**src/rtl/io_uart_mmio.sv**
```systemverilog
// io_uart_mmio - memory-mapped I/O slave for the MIPS150 pipeline.
// Provides a UART transmitter/receiver and free-running cycle and
// instruction counters. Read data is registered so it lines up with
// DMEM's synchronous read in the M-stage writeback mux.
//
// Ports:
//   clk          core clock, all state on the rising edge
//   rst          asynchronous active-low reset
//   addr         X-stage byte address; only addr[7:2] is decoded
//   wdata        store data; only wdata[7:0] is used
//   store_mask   IO byte write enables; any nonzero value is a write
//   load_en      X-stage IO load strobe
//   instr_valid  one instruction retired this cycle
//   rdata        registered read data, valid the cycle after load_en
//   serial_in    UART RX pin (asynchronous)
//   serial_out   UART TX pin
//
// Register map (addr[7:0]):
//   0x00 R tx_ready | 0x04 R {overrun, frame_err, rx_valid}, sticky bits
//   clear on read | 0x08 R rx byte, read pops | 0x0C W tx byte
//   0x10 R cycle counter | 0x14 R instruction counter | 0x18 W clear counters
//
// Build option: define UART_RX_FIFO_EN to replace the single RX holding
// register with a 4-entry FIFO.
module io_uart_mmio #(
  parameter int CLK_FREQ  = 50000000,
  parameter int BAUD_RATE = 115200
) (
  input  logic        clk,
  input  logic        rst,
  input  logic [31:0] addr,
  input  logic [31:0] wdata,
  input  logic [3:0]  store_mask,
  input  logic        load_en,
  input  logic        instr_valid,
  output logic [31:0] rdata,
  input  logic        serial_in,
  output logic        serial_out
);

  localparam int CLKS_PER_BIT = CLK_FREQ / BAUD_RATE;
  localparam int HALF_BIT     = CLKS_PER_BIT / 2;
  localparam int CW           = $clog2(CLKS_PER_BIT + 1);
  localparam logic [CW-1:0] BIT_LAST  = CW'(CLKS_PER_BIT - 1);
  localparam logic [CW-1:0] HALF_LAST = CW'(HALF_BIT - 1);

  localparam logic [5:0] W_TXSTAT = 6'd0;
  localparam logic [5:0] W_RXSTAT = 6'd1;
  localparam logic [5:0] W_RXDATA = 6'd2;
  localparam logic [5:0] W_TXDATA = 6'd3;
  localparam logic [5:0] W_CYCLE  = 6'd4;
  localparam logic [5:0] W_INSTR  = 6'd5;
  localparam logic [5:0] W_CLEAR  = 6'd6;

  typedef enum logic [1:0] {IDLE, START, DATA, STOP} uartState_t;

  logic [5:0] word;
  logic       wrEn;
  logic       unusedBits;

  assign word       = addr[7:2];
  assign wrEn       = |store_mask;
  assign unusedBits = ^{addr[31:8], addr[1:0], wdata[31:8]};

  // ---------------- TX ----------------
  uartState_t    txState;
  logic [CW-1:0] txCnt;
  logic [2:0]    txBit;
  logic [7:0]    txShift;
  logic          txReady;

  assign txReady = (txState == IDLE);

  always_ff @(posedge clk or negedge rst) begin
    if (!rst) begin
      txState    <= IDLE;
      txCnt      <= '0;
      txBit      <= '0;
      txShift    <= '0;
      serial_out <= 1'b1;
    end else begin
      case (txState)
        IDLE: begin
          if (wrEn && word == W_TXDATA) begin
            txShift    <= wdata[7:0];
            txCnt      <= '0;
            serial_out <= 1'b0;
            txState    <= START;
          end
        end
        START: begin
          if (txCnt == BIT_LAST) begin
            txCnt      <= '0;
            txBit      <= '0;
            serial_out <= txShift[0];
            txShift    <= txShift >> 1;
            txState    <= DATA;
          end else begin
            txCnt <= txCnt + 1'b1;
          end
        end
        DATA: begin
          if (txCnt == BIT_LAST) begin
            txCnt <= '0;
            if (txBit == 3'd7) begin
              serial_out <= 1'b1;
              txState    <= STOP;
            end else begin
              serial_out <= txShift[0];
              txShift    <= txShift >> 1;
              txBit      <= txBit + 1'b1;
            end
          end else begin
            txCnt <= txCnt + 1'b1;
          end
        end
        STOP: begin
          if (txCnt == BIT_LAST) begin
            txCnt   <= '0;
            txState <= IDLE;
          end else begin
            txCnt <= txCnt + 1'b1;
          end
        end
        default: txState <= IDLE;
      endcase
    end
  end

  // ---------------- RX ----------------
  uartState_t    rxState;
  logic [CW-1:0] rxCnt;
  logic [2:0]    rxBit;
  logic [7:0]    rxShift;
  logic          rxMeta;
  logic          rxSync;
  logic          rxDeliver;
  logic          rxFrameErrSet;

  always_ff @(posedge clk or negedge rst) begin
    if (!rst) begin
      rxMeta        <= 1'b1;
      rxSync        <= 1'b1;
      rxState       <= IDLE;
      rxCnt         <= '0;
      rxBit         <= '0;
      rxShift       <= '0;
      rxDeliver     <= 1'b0;
      rxFrameErrSet <= 1'b0;
    end else begin
      rxMeta        <= serial_in;
      rxSync        <= rxMeta;
      rxDeliver     <= 1'b0;
      rxFrameErrSet <= 1'b0;
      case (rxState)
        IDLE: begin
          if (!rxSync) begin
            rxCnt   <= '0;
            rxState <= START;
          end
        end
        START: begin
          // Half a bit in: a line back at 1 means the edge was a glitch.
          if (rxCnt == HALF_LAST) begin
            rxCnt   <= '0;
            rxBit   <= '0;
            rxState <= rxSync ? IDLE : DATA;
          end else begin
            rxCnt <= rxCnt + 1'b1;
          end
        end
        DATA: begin
          if (rxCnt == BIT_LAST) begin
            rxCnt   <= '0;
            rxShift <= {rxSync, rxShift[7:1]};
            if (rxBit == 3'd7) rxState <= STOP;
            else               rxBit   <= rxBit + 1'b1;
          end else begin
            rxCnt <= rxCnt + 1'b1;
          end
        end
        STOP: begin
          if (rxCnt == BIT_LAST) begin
            rxCnt <= '0;
            if (rxSync) rxDeliver     <= 1'b1;
            else        rxFrameErrSet <= 1'b1;
            rxState <= IDLE;
          end else begin
            rxCnt <= rxCnt + 1'b1;
          end
        end
        default: rxState <= IDLE;
      endcase
    end
  end

  // ---------------- RX storage ----------------
  logic       rxValid;
  logic [7:0] rxHead;
  logic       rxPop;
  logic       overrunSet;

  assign rxPop = load_en && (word == W_RXDATA) && rxValid;

`ifdef UART_RX_FIFO_EN
  logic [7:0] rxFifo [4];
  logic [1:0] rxHeadPtr;
  logic [2:0] rxCount;
  logic       rxFull;
  logic       rxPush;

  assign rxFull     = (rxCount == 3'd4);
  assign rxPush     = rxDeliver && (!rxFull || rxPop);
  assign overrunSet = rxDeliver && rxFull && !rxPop;
  assign rxValid    = (rxCount != 3'd0);
  assign rxHead     = rxFifo[rxHeadPtr];

  // When full with a simultaneous pop, head+count wraps onto the slot
  // being vacated, which is exactly where the new byte belongs.
  always_ff @(posedge clk) begin
    if (rxPush) rxFifo[rxHeadPtr + rxCount[1:0]] <= rxShift;
  end

  always_ff @(posedge clk or negedge rst) begin
    if (!rst) begin
      rxHeadPtr <= '0;
      rxCount   <= '0;
    end else begin
      if (rxPop) rxHeadPtr <= rxHeadPtr + 1'b1;
      case ({rxPush, rxPop})
        2'b10:   rxCount <= rxCount + 1'b1;
        2'b01:   rxCount <= rxCount - 1'b1;
        default: rxCount <= rxCount;
      endcase
    end
  end
`else
  logic [7:0] rxByte;
  logic       rxValidReg;

  assign overrunSet = rxDeliver && rxValidReg && !rxPop;
  assign rxValid    = rxValidReg;
  assign rxHead     = rxByte;

  always_ff @(posedge clk or negedge rst) begin
    if (!rst) begin
      rxByte     <= '0;
      rxValidReg <= 1'b0;
    end else if (rxDeliver && (!rxValidReg || rxPop)) begin
      rxByte     <= rxShift;
      rxValidReg <= 1'b1;
    end else if (rxPop) begin
      rxValidReg <= 1'b0;
    end
  end
`endif

  // Sticky status: a new error event on the clearing edge is kept.
  logic frameErr;
  logic overrun;
  logic stickyClr;

  assign stickyClr = load_en && (word == W_RXSTAT);

  always_ff @(posedge clk or negedge rst) begin
    if (!rst) begin
      frameErr <= 1'b0;
      overrun  <= 1'b0;
    end else begin
      frameErr <= (frameErr && !stickyClr) || rxFrameErrSet;
      overrun  <= (overrun && !stickyClr) || overrunSet;
    end
  end

  // ---------------- Counters ----------------
  logic [31:0] cycleCnt;
  logic [31:0] instrCnt;
  logic        cntClr;

  assign cntClr = wrEn && (word == W_CLEAR);

  always_ff @(posedge clk or negedge rst) begin
    if (!rst) begin
      cycleCnt <= '0;
      instrCnt <= '0;
    end else if (cntClr) begin
      cycleCnt <= '0;
      instrCnt <= '0;
    end else begin
      cycleCnt <= cycleCnt + 32'd1;
      if (instr_valid) instrCnt <= instrCnt + 32'd1;
    end
  end

  // ---------------- Read path ----------------
  logic [31:0] rdNext;

  always_comb begin
    rdNext = '0;
    case (word)
      W_TXSTAT: rdNext[0]   = txReady;
      W_RXSTAT: rdNext[2:0] = {overrun, frameErr, rxValid};
      W_RXDATA: rdNext[7:0] = rxValid ? rxHead : 8'h00;
      W_CYCLE:  rdNext      = cycleCnt;
      W_INSTR:  rdNext      = instrCnt;
      default:  rdNext      = '0;
    endcase
  end

  always_ff @(posedge clk or negedge rst) begin
    if (!rst)         rdata <= '0;
    else if (load_en) rdata <= rdNext;
  end

endmodule

```
**config.mk**
```make
export PLATFORM = sky130hd
export DESIGN_NAME = io_uart_mmio
export DESIGN_NICKNAME = d
export VERILOG_FILES = /design/src/rtl/io_uart_mmio.sv
export SDC_FILE = /design/constraint.sdc
export NUM_CORES = 1
export LEC_CHECK = 0
export CAP_MARGIN = 20
export CELL_PAD_IN_SITES_DETAIL_PLACEMENT = 0
export CELL_PAD_IN_SITES_GLOBAL_PLACEMENT = 1
export CORE_MARGIN = 4
export CORE_UTILIZATION = 39
export CTS_CLUSTER_SIZE = 25
export DETAILED_ROUTE_END_ITERATION = 6
export PLACE_DENSITY_LB_ADDON = 0.25
export SLEW_MARGIN = 30
export SYNTH_ARGS = -nofsm -noshare
export SYNTH_HDL_FRONTEND = slang
export SYNTH_SLANG_ARGS = --single-unit
```
**constraint.sdc**
```tcl
create_clock -name clk -period 3.7 [get_ports clk]
set_clock_uncertainty 0.05 [all_clocks]
set_input_delay 0.74 -clock clk [delete_from_list [all_inputs] [get_ports clk]]
set_output_delay 0.74 -clock clk [all_outputs]
set_load 0.02 [all_outputs]
```
Yosys cells after proc, flatten, opt, wreduce, memory -nomap -nowiden
Cells that the tools add are included.
{"block": "totals", "in_bits": 73, "regBits": 156, "out_inout_bits": 33, "latch_bits": 0, "rom_bits": 0, "ram_bits": 0, "word_cells": 143, "mem_count": 0}
{"block": "op_classes", "n_bitwise": 0, "multipliers": 0, "div": 0, "addsub": 6, "n_lt_le_gt_ge": 0, "eq_ne": 29, "n_reduce_logical": 34, "shifts": 0, "mux": 54}
{"operator": "$mux 32", "n": 3}
{"operator": "$add 32x1->32 const B", "n": 2}
{"operator": "$pmux 24 s2", "n": 1}
{"operator": "$mux 9", "n": 5}
{"operator": "$mux 8", "n": 5}
{"operator": "$pmux 9 s3", "n": 1}
{"operator": "$pmux 2 s4", "n": 3}
{"operator": "$pmux 8 s3", "n": 1}
{"operator": "$mux 2", "n": 11}
{"operator": "$ne 2x2->1 const B", "n": 11}
{"operator": "$add 9x1->9 const B", "n": 2}
{"operator": "$eq 6x3->1 const B", "n": 3}
{"operator": "$eq 9x9->1 const B", "n": 2}
{"operator": "$mux 3", "n": 6}
{"operator": "$pmux 9 s2", "n": 1}
{"operator": "$pmux 5 s3", "n": 1}
{"operator": "$reduce_and 5->1", "n": 3}
{"operator": "$eq 6x2->1 const B", "n": 2}
{"operator": "$mux 1", "n": 12}
{"operator": "$pmux 3 s2", "n": 2}
{"operator": "$reduce_and 4->1", "n": 3}
{"operator": "$logic_and 1x1->1", "n": 10}
{"operator": "$eq 9x8->1 const B", "n": 1}
{"operator": "$eq 2x2->1 const B", "n": 4}
{"operator": "17 further kinds", "n": 28}

Longest topological paths before layout
Gate-level depths: netlist of run 1.
{"block": "logic_depth", "word_depth": 6, "depth_mapped": 7, "depth_no_buf": 6}

Worst setup path after synthesis of run 1
OpenSTA, ideal clock, no wires.
{"block": "synth_path", "path_type": "input to register", "start": "in store_mask[1]", "end": "reg txShift[0]", "slack_ns": 1.251, "arrival_time_ns": 2.275, "path_stages": 5, "setup_time_ns": 0.125, "n_path_buf": 1, "required_ns": 3.525, "cell_sequence": "or4_1 -> a31oi_2 -> nand4bb_1 -> buf_2 -> mux2_2"}
{"block": "synth_via", "elab_chain_cells": 4}
{"element": "start, declared", "line": "33", "source": "input logic [3:0] store_mask,"}
{"element": "$reduce_or 4->1", "line": "62", "source": "assign wrEn = |store_mask;"}
{"element": "$logic_and 1x1->1", "line": "84", "source": "if (wrEn && word == W_TXDATA) begin"}
{"element": "$ne 2x1->1 (no source line)"}
{"element": "$reduce_and 5->1 (no source line)"}
{"element": "end signal, assigned", "line": "85", "source": "txShift <= wdata[7:0];"}
{"element": "end signal, assigned", "line": "96", "source": "txShift <= txShift >> 1;"}
{"element": "end signal, assigned", "line": "110", "source": "txShift <= txShift >> 1;"}
{"element": "end, declared", "line": "69", "source": "logic [7:0] txShift;"}
Every way passes these cells.
A chain may end at the register's enable or synchronous reset.

Final worst setup path of run 1
{"block": "layout_path", "start": "reg instrCnt[3]", "end": "reg instrCnt[21]"}
{"block": "layout_via", "elab_chain_cells": 3}
{"element": "start, declared", "line": "277", "source": "logic [31:0] instrCnt;"}
{"element": "start signal, assigned", "line": "291", "source": "if (instr_valid) instrCnt <= instrCnt + 32'd1;"}
{"element": "$add 32x1->32", "line": "291"}
{"element": "$mux 32", "line": "291"}
{"element": "$mux 32", "line": "286", "source": "end else if (cntClr) begin"}
Every way passes these cells. The select of a mux whose other input is x is not followed.

==> impl_metrics.prom, run 1 <==
# TYPE chip_impl_metric gauge
chip_impl_metric{name="achievable-frequency",unit="MHz"} 383
chip_impl_metric{name="timing.slew.headroom",unit=""} 0.433
chip_impl_metric{name="floorplan.core_area",unit="sq um"} 20200
chip_impl_metric{name="synth.cell_area",unit="sq um"} 7970
chip_impl_metric{name="worst-slew-pin-transition",unit="ns"} 0.848
chip_impl_metric{name="postCtsHoldBufs",unit=""} 0
chip_impl_metric{name="total_power",unit="uW"} 5190
chip_impl_metric{name="antenna_cells",unit=""} 0
chip_impl_metric{name="clk_latency_worst_skew_pair",unit="ns"} 0.42
chip_impl_info{name="cp_cell_sequence",value="and4_1 -> nand4_1 -> or4_1 -> a21oi_1"} 1
chip_impl_metric{name="critical_path.n_buffers_inverters",unit=""} 0
chip_impl_metric{name="grt_use_total",unit=""} 0.174
chip_impl_metric{name="clock_tree.htree_level_count",unit=""} 4
chip_impl_metric{name="antenna_violations_before_repair",unit=""} 0
chip_impl_metric{name="post-cts-setup-buffers",unit=""} 0
chip_impl_metric{name="report.final.slew_viol_count",unit=""} 0
chip_impl_metric{name="drt-total-wl",unit="um"} 18900
chip_impl_metric{name="hpwl_reported_at_the_end_of_detailed_placement",unit="um"} 12800
chip_impl_metric{name="clkSinkCount",unit=""} 156
chip_impl_info{name="timing.setup.critical_path_class",value="flip-flop to flip-flop"} 1
chip_impl_metric{name="critPathRequiredTime",unit="ns"} 3.98
chip_impl_info{name="tritoncts",value="done"} 1
chip_impl_info{name="critical_path.reg2reg.endpoint",value="instrCnt[21]"} 1
chip_impl_metric{name="die_area",unit="sq um"} 22800
chip_impl_metric{name="drc_errors",unit=""} 0
chip_impl_metric{name="ant_nets",unit=""} 0
chip_impl_metric{name="syn_nets",unit=""} 892
chip_impl_metric{name="period_needed",unit="ns"} 2.61
chip_impl_metric{name="setup_viol",unit=""} 0
chip_impl_metric{name="grt_pass1_vias",unit=""} 6380
chip_impl_metric{name="post_synthesis_to_final_layout_area_growth",unit="%"} 17.9
chip_impl_metric{name="period_share",unit=""} 0.705
chip_impl_metric{name="floorplan.io_pins",unit=""} 106
chip_impl_info{name="clk_root_buffer_cell",value="sky130_fd_sc_hd__clkbuf_16"} 1
chip_impl_metric{name="firstDrtPassIters",unit=""} 4
chip_impl_metric{name="synth_seq_cells",unit=""} 156
chip_impl_metric{name="finalHoldViolCount",unit=""} 0
chip_impl_metric{name="maximum_number_of_pins_on_one_net_before_global_route_repair",unit=""} 72
chip_impl_info{name="cp_max_delay_cell",value="sky130_fd_sc_hd__or4_1"} 1
chip_impl_info{name="worst_reg2reg_startpoint",value="instrCnt[3]"} 1
chip_impl_info{name="kind_of_capture_point_of_the_worst_setup_path",value="flip-flop"} 1
chip_impl_metric{name="timing.reg2reg.worst_path_depth",unit=""} 4
chip_impl_metric{name="clk_transition_reported_paths",unit="ns"} 0.06
chip_impl_metric{name="finalNetCount",unit=""} 932
chip_impl_metric{name="critPathMaxStageDelay",unit="ns"} 0.74
chip_impl_metric{name="synth.lib_cells_used.distinct",unit=""} 59
chip_impl_metric{name="die-width",unit="um"} 151
chip_impl_info{name="synth.largest_area_cell",value="sky130_fd_sc_hd__dfrtp_1"} 1
chip_impl_info{name="worstHoldPathType",value="input pin to asynchronous set/reset pin"} 1
chip_impl_metric{name="setup_slack_reg_to_reg",unit="ns"} 1.09
chip_impl_info{name="run_status",value="completed"} 1
chip_impl_info{name="synth_flop_cell",value="sky130_fd_sc_hd__dfrtp_1"} 1
chip_impl_metric{name="summed_negative_setup_slack_over_all_endpoints",unit="ns"} 0
chip_impl_metric{name="cts_inserted_buffers",unit=""} 17
chip_impl_metric{name="power.density_cell_area",unit="nW/um^2"} 553
chip_impl_info{name="mostFrequentLayoutCells",value="sky130_fd_sc_hd__dfrtp_1, sky130_fd_sc_hd__a21oi_1, sky130_fd_sc_hd__nor2_1, sky130_fd_sc_hd__clkdlybuf4s50_1, sky130_fd_sc_hd__nand2_1"} 1
chip_impl_info{name="startpoint_type",value="flip-flop"} 1
chip_impl_metric{name="synth_cells",unit=""} 803
chip_impl_metric{name="max-cap-violations",unit=""} 0
chip_impl_metric{name="number_of_enable_type_register_cells_in_the_synthesized_netlist",unit=""} 0
chip_impl_metric{name="via_count",unit=""} 6322
chip_impl_metric{name="cp_max_fo",unit=""} 22
chip_impl_metric{name="initial_core_util",unit=""} 0.395
chip_impl_metric{name="layout-drive-gt1-share",unit=""} 0.104
chip_impl_metric{name="worstPathArrival",unit="ns"} 2.89
chip_impl_metric{name="leakage",unit="uW"} 0.00391
chip_impl_metric{name="drt_iter0_drc",unit=""} 339
chip_impl_info{name="layout.cells.most_common",value="sky130_fd_sc_hd__dfrtp_1"} 1
chip_impl_metric{name="grt_overflow",unit=""} 0
chip_impl_metric{name="finalWeightedCongestion",unit=""} 0.787
chip_impl_metric{name="port_buffers",unit=""} 55
chip_impl_info{name="largest_cells_by_area_after_synthesis",value="sky130_fd_sc_hd__dfrtp_1, sky130_fd_sc_hd__mux2_2, sky130_fd_sc_hd__a21oi_1"} 1
chip_impl_info{name="timing.critical_path.from",value="instrCnt[3]"} 1
chip_impl_info{name="rsz_0062_raised_after_global_routing",value="no"} 1
chip_impl_metric{name="std_cell_rows",unit=""} 52
chip_impl_metric{name="fillers",unit=""} 1910
chip_impl_metric{name="ys.warnings.count",unit=""} 0
chip_impl_info{name="critPathTopFamily",value="simple AND/OR/NAND/NOR gates"} 1
chip_impl_metric{name="synth_seq_area_share",unit=""} 0.490
chip_impl_metric{name="avgViaCountPerCell",unit=""} 5.61
chip_impl_metric{name="ctsResizeCount",unit=""} 0
chip_impl_metric{name="clk_path_buf_depth",unit=""} 2
chip_impl_metric{name="die_height",unit="um"} 151
chip_impl_metric{name="synth-async-reset-ratio",unit=""} 1.00
chip_impl_metric{name="postSynthAreaPerCell",unit="sq um"} 9.93
chip_impl_metric{name="wire_per_inst",unit="um"} 16.8
chip_impl_metric{name="synth_top_area_share",unit=""} 0.480
chip_impl_metric{name="max-vdd-ir-drop",unit="V"} 0.000273
chip_impl_metric{name="grt_first_pass_wirelength",unit="um"} 31800
[power by group]
group          internal, uW  switching, uW
Sequential             1960            276
Combinational           514            560
Clock                  1210            670
[synth_stat cells, drive strengths merged (5+ instances only)]
library cell	number
nor2	64
or4	23
a21oi	73
o22ai	9
ha	16
clkbuf	36
inv	31
a22o	7
xor2	10
o31ai	24
and4	13
nand4	21
and3	14
nand2	48
dfrtp	153
nor2b	10
buf	8
a22oi	33
nor3	5
mux2i	10
and2	6
a21o	6
or3	17
xnor2	11
nand2b	9
o21ai	33
mux2	34
nor4	7
nand3	37
[cell families (layout without fill, tap and decap cells)]
group | after synthesis | in the layout | synth area share
buf+inv | 75 | 128 | 0.0373
simple gates | 286 | 286 | 0.199
compound gates | 204 | 204 | 0.162
mux | 45 | 45 | 0.0634
xor+xnor | 21 | 21 | 0.0231
fa+ha+maj | 16 | 16 | 0.0251
flops | 156 | 156 | 0.490
[worst reg2reg max path, cell delays in order, from the launching register on]
cell                      delay [ns]
sky130_fd_sc_hd__dfrtp_1        0.44
sky130_fd_sc_hd__and4_1         0.40
sky130_fd_sc_hd__nand4_1        0.72
sky130_fd_sc_hd__or4_1          0.74
sky130_fd_sc_hd__a21oi_1        0.17
[cell type report]
cell class                      count  area, sq um  share of cell area
Clock buffer                       24          462              0.0491
Clock inverter                      8          168              0.0178
Inverter                           31          116              0.0124
Multi-Input combinational cell    572         3770               0.402
Sequential cell                   156         3910               0.416
Tap cell                          270          338              0.0359
Timing Repair Buffer               65          634              0.0675
[worst max-delay path by stage]
stage	end	slack, ns	cells past startpoint
3_5_place_dp	rxByte[3]	0.71	5
2_1_floorplan	txShift[0]	1.25	5
5_1_grt	instrCnt[21]	0.94	4
4_1_cts	instrCnt[21]	1.10	4
6_report	instrCnt[21]	1.09	4
3_3_place_gp	rxByte[7]	0.71	5
[registers in the layout (all words and copies together) (netlist names), 2 cells and up, named ones only]
name,flops
cycleCnt,32
instrCnt,32
rdata,32
rxBit,3
rxByte,8
rxCnt,9
rxShift,8
txBit,3
txCnt,9
txShift,8
txState,2
[metrics by stage]
stage                     area, sq um  worst slack, ns  instances  hold slack [ns]   util
after floorplan                  7970             1.25        803            0.295      -
after global placement           8770            0.709       1094            0.297  0.435
after detailed placement         8770            0.711       1094            0.302  0.435
after CTS                        9400             1.10       1126            0.301  0.466
after global routing             9400            0.935       1126            0.312  0.466
final                            9400             1.09       1126            0.263  0.466
[per-layer routing]
metal / wire length [um] / global-route usage
met1: 8650 / 0.235
met3: 681 / 0.0266
met2: 9260 / 0.284
met5: 0 / 0
met4: 352 / 0.0648
Power figures use the tool's default switching activity.
==> run 2: changes to the inputs <==
==> constraint.sdc (replaced) <==
create_clock -name clk -period 2.6 [get_ports clk]
set_clock_uncertainty 0.05 [all_clocks]
set_input_delay 0.52 -clock clk [delete_from_list [all_inputs] [get_ports clk]]
set_output_delay 0.52 -clock clk [all_outputs]
set_load 0.02 [all_outputs]
==> run 2 against run 1 <==
Compared with the run above:
- via count rose by 0.38%
- sequential power rose by 43%
- maximum frequency rose by 11%
- worst setup slack got worse by 0.84 ns
- largest power group unchanged
- highest routed layer unchanged
==> impl_metrics.prom, run 2 (synthesized netlist as in run 1, its figures left out) <==
# TYPE chip_impl_metric gauge
chip_impl_metric{name="post_synthesis_to_final_layout_area_growth",unit="%"} 20.4
chip_impl_metric{name="finalNetCount",unit=""} 952
chip_impl_metric{name="critPathMaxStageDelay",unit="ns"} 0.54
chip_impl_metric{name="power.share.switching",unit=""} 0.301
chip_impl_info{name="worstHoldPathType",value="flip-flop to flip-flop"} 1
chip_impl_metric{name="avgViaCountPerCell",unit=""} 5.54
chip_impl_metric{name="hold_path_depth",unit=""} 0
chip_impl_info{name="mostFrequentLayoutCells",value="sky130_fd_sc_hd__dfrtp_1, sky130_fd_sc_hd__a21oi_1, sky130_fd_sc_hd__nor2_1, sky130_fd_sc_hd__clkdlybuf4s50_1, sky130_fd_sc_hd__nand2_1"} 1
chip_impl_info{name="rsz_0062_raised_after_global_routing",value="no"} 1
chip_impl_metric{name="cellInternalPower",unit="uW"} 5130
chip_impl_info{name="reg.largest.list",value="cycleCnt: 32 flops, instrCnt: 32 flops, rdata: 32 flops"} 1
chip_impl_metric{name="net-switching-power",unit="uW"} 2210
chip_impl_metric{name="drt_iter0_drc",unit=""} 384
chip_impl_metric{name="via_count",unit=""} 6346
chip_impl_metric{name="timing.slew.headroom",unit=""} 0.553
chip_impl_metric{name="whs",unit="ns"} 0.310
chip_impl_metric{name="multi_input_area",unit="sq um"} 3770
chip_impl_metric{name="final_util",unit=""} 0.476
chip_impl_metric{name="wire_per_inst",unit="um"} 16.2
chip_impl_metric{name="clk_transition_reported_paths",unit="ns"} 0.07
chip_impl_metric{name="port_buffers",unit=""} 55
chip_impl_metric{name="total_power",unit="uW"} 7340
chip_impl_info{name="worst_path_most_repeated_cell",value="sky130_fd_sc_hd__or4_1"} 1
chip_impl_metric{name="post-cts-setup-buffers",unit=""} 0
chip_impl_metric{name="clkSinkCount",unit=""} 156
chip_impl_metric{name="initial_core_util",unit=""} 0.395
chip_impl_info{name="critical_path.reg2reg.endpoint",value="cycleCnt[30]"} 1
chip_impl_metric{name="worst-slew-pin-transition",unit="ns"} 0.671
chip_impl_metric{name="grt_pass1_vias",unit=""} 6390
chip_impl_metric{name="post_place_cells",unit=""} 1113
chip_impl_info{name="critPathTopFamily",value="simple AND/OR/NAND/NOR gates"} 1
chip_impl_metric{name="drt-total-wl",unit="um"} 18600
chip_impl_metric{name="setup_slack_reg_to_reg",unit="ns"} 0.25
chip_impl_metric{name="hpwl_reported_at_the_end_of_detailed_placement",unit="um"} 12900
chip_impl_info{name="startpoint_type",value="flip-flop"} 1
chip_impl_metric{name="grt_first_pass_wirelength",unit="um"} 31100
chip_impl_metric{name="period_needed",unit="ns"} 2.35
chip_impl_metric{name="grt_use_total",unit=""} 0.171
chip_impl_info{name="clk_root_buffer_cell",value="sky130_fd_sc_hd__clkbuf_16"} 1
chip_impl_metric{name="cp_max_fo",unit=""} 16
chip_impl_metric{name="critical_path.n_buffers_inverters",unit=""} 1
chip_impl_metric{name="clkPwrFrac",unit=""} 0.353
chip_impl_metric{name="die_height",unit="um"} 151
chip_impl_info{name="run_status",value="completed"} 1
chip_impl_metric{name="drc_errors",unit=""} 0
chip_impl_metric{name="power.density_cell_area",unit="nW/um^2"} 765
chip_impl_info{name="worst_reg2reg_startpoint",value="cycleCnt[1]"} 1
chip_impl_info{name="kind_of_capture_point_of_the_worst_setup_path",value="flip-flop"} 1
chip_impl_metric{name="layout-drive-gt1-share",unit=""} 0.128
chip_impl_metric{name="floorplan.io_pins",unit=""} 106
chip_impl_metric{name="max-cap-violations",unit=""} 0
chip_impl_metric{name="critPathRequiredTime",unit="ns"} 2.89
chip_impl_metric{name="report.final.slew_viol_count",unit=""} 0
chip_impl_metric{name="clk_latency_worst_skew_pair",unit="ns"} 0.42
chip_impl_metric{name="fillers",unit=""} 1850
chip_impl_metric{name="finalWeightedCongestion",unit=""} 0.830
chip_impl_metric{name="floorplan.core_area",unit="sq um"} 20200
chip_impl_info{name="timing.setup.critical_path_class",value="flip-flop to flip-flop"} 1
chip_impl_metric{name="clk_path_buf_depth",unit=""} 2
chip_impl_metric{name="die_area",unit="sq um"} 22800
chip_impl_metric{name="firstDrtPassIters",unit=""} 5
chip_impl_info{name="holdPathEnd",value="rxSync"} 1
chip_impl_metric{name="achievable-frequency",unit="MHz"} 425
chip_impl_info{name="cp_cell_sequence",value="ha_1 -> nand3_2 -> or4_1 -> buf_4 -> or4_1 -> a21oi_1"} 1
chip_impl_metric{name="ant_nets",unit=""} 0
chip_impl_metric{name="regArea",unit="sq um"} 3910
chip_impl_info{name="cp_max_delay_cell",value="sky130_fd_sc_hd__or4_1"} 1
chip_impl_metric{name="finalHoldViolCount",unit=""} 0
chip_impl_metric{name="die-width",unit="um"} 151
chip_impl_metric{name="antenna_cells",unit=""} 0
chip_impl_metric{name="worstPathArrival",unit="ns"} 2.64
chip_impl_metric{name="antenna_violations_before_repair",unit=""} 0
chip_impl_metric{name="critical_path_depth",unit=""} 6
chip_impl_metric{name="grt_overflow",unit=""} 0
chip_impl_metric{name="stdcell_count",unit=""} 1146
chip_impl_metric{name="max-vdd-ir-drop",unit="V"} 0.000450
chip_impl_metric{name="cts_inserted_buffers",unit=""} 17
chip_impl_metric{name="timing.reg2reg.worst_path_depth",unit=""} 6
chip_impl_metric{name="setup_viol",unit=""} 0
chip_impl_metric{name="combinational_share_of_power",unit=""} 0.213
chip_impl_info{name="layout.cells.most_common",value="sky130_fd_sc_hd__dfrtp_1"} 1
chip_impl_metric{name="leakage",unit="uW"} 0.00402
chip_impl_info{name="tritoncts",value="done"} 1
chip_impl_metric{name="clock_tree.htree_level_count",unit=""} 4
chip_impl_metric{name="maximum_number_of_pins_on_one_net_before_global_route_repair",unit=""} 58
chip_impl_info{name="min_from",value="rxMeta"} 1
chip_impl_metric{name="std_cell_rows",unit=""} 52
chip_impl_metric{name="period_share",unit=""} 0.905
chip_impl_metric{name="power.sequential.fraction",unit=""} 0.434
run 2: repair_timing:
item                                    CTS  global route
hold endpoints to repair                 39             0
endpoints found under the setup margin    0             0
hold buffers                              1             0
gates resized for setup                   0             0
run 2: worst max path at each step:
stage	start	endpoint
after floorplan	store_mask[1]	txShift[0]
after global placement	store_mask[1]	txShift[4]
after detailed placement	store_mask[1]	txShift[6]
after CTS	cycleCnt[1]	cycleCnt[30]
after global routing	cycleCnt[1]	cycleCnt[30]
final	cycleCnt[1]	cycleCnt[30]
run 2: power groups by stage:
stage / clock, uW / combinational (uW) / sequential [uW]
final: 2590 / 1560 / 3180
after detailed placement: 0 / 1580 / 3220
after floorplan: 0 / 1130 / 3130
after global routing: 2780 / 1770 / 3240
after global placement: 0 / 1510 / 3190
after CTS: 2670 / 1590 / 3180
run 2: through the flow:
step	TNS [ns]	worst slack (ns)	instance area (sq um)
final	0	0.247	9600
after global routing	0	0.129	9600
after CTS	0	0.249	9600
after detailed placement	-0.285	-0.0411	8970
after global placement	-0.104	-0.0151	8970
after floorplan	0	0.371	7970
run 2: layout make-up:
class                   instances  share of cell area
flip-flops and latches        156               0.407
clock buffers                  20              0.0476
multi-input cells             572               0.393
repair buffers                 85              0.0885
well taps                     270              0.0352
inverters                      31              0.0121
clock inverters                12              0.0167
run 2: worst reg2reg max path, delay by kind of cell (launching register included):
kind / cells / cell delay (ns)
buffers and inverters: 1 / 0.20
AND/OR/NAND/NOR: 3 / 1.20
AO/OA/AOI/OAI: 1 / 0.16
adder cells (fa/ha/maj): 1 / 0.25
flip-flops: 1 / 0.41
run 2: layer usage:
layer	track usage	part of all wire	vias to the layer above	wire length, um
li1	-	-	3095	-
met1	0.228	0.46	3136	8550
met2	0.282	0.50	106	9250
met3	0.0362	0.035	9	643
met4	0.0476	0.0072	0	134
met5	0	0	-	0
==> run 3: changes to the inputs <==
--- a/config.mk
+++ b/config.mk
@@ -5,7 +5,7 @@
 export SDC_FILE = /design/constraint.sdc
 export NUM_CORES = 1
 export LEC_CHECK = 0
-export CAP_MARGIN = 20
+export CAP_MARGIN = 25
 export CELL_PAD_IN_SITES_DETAIL_PLACEMENT = 0
 export CELL_PAD_IN_SITES_GLOBAL_PLACEMENT = 1
 export CORE_MARGIN = 4
==> results of run 3 <==
The final DEF is identical to that of run 2; final timing and power are the same.
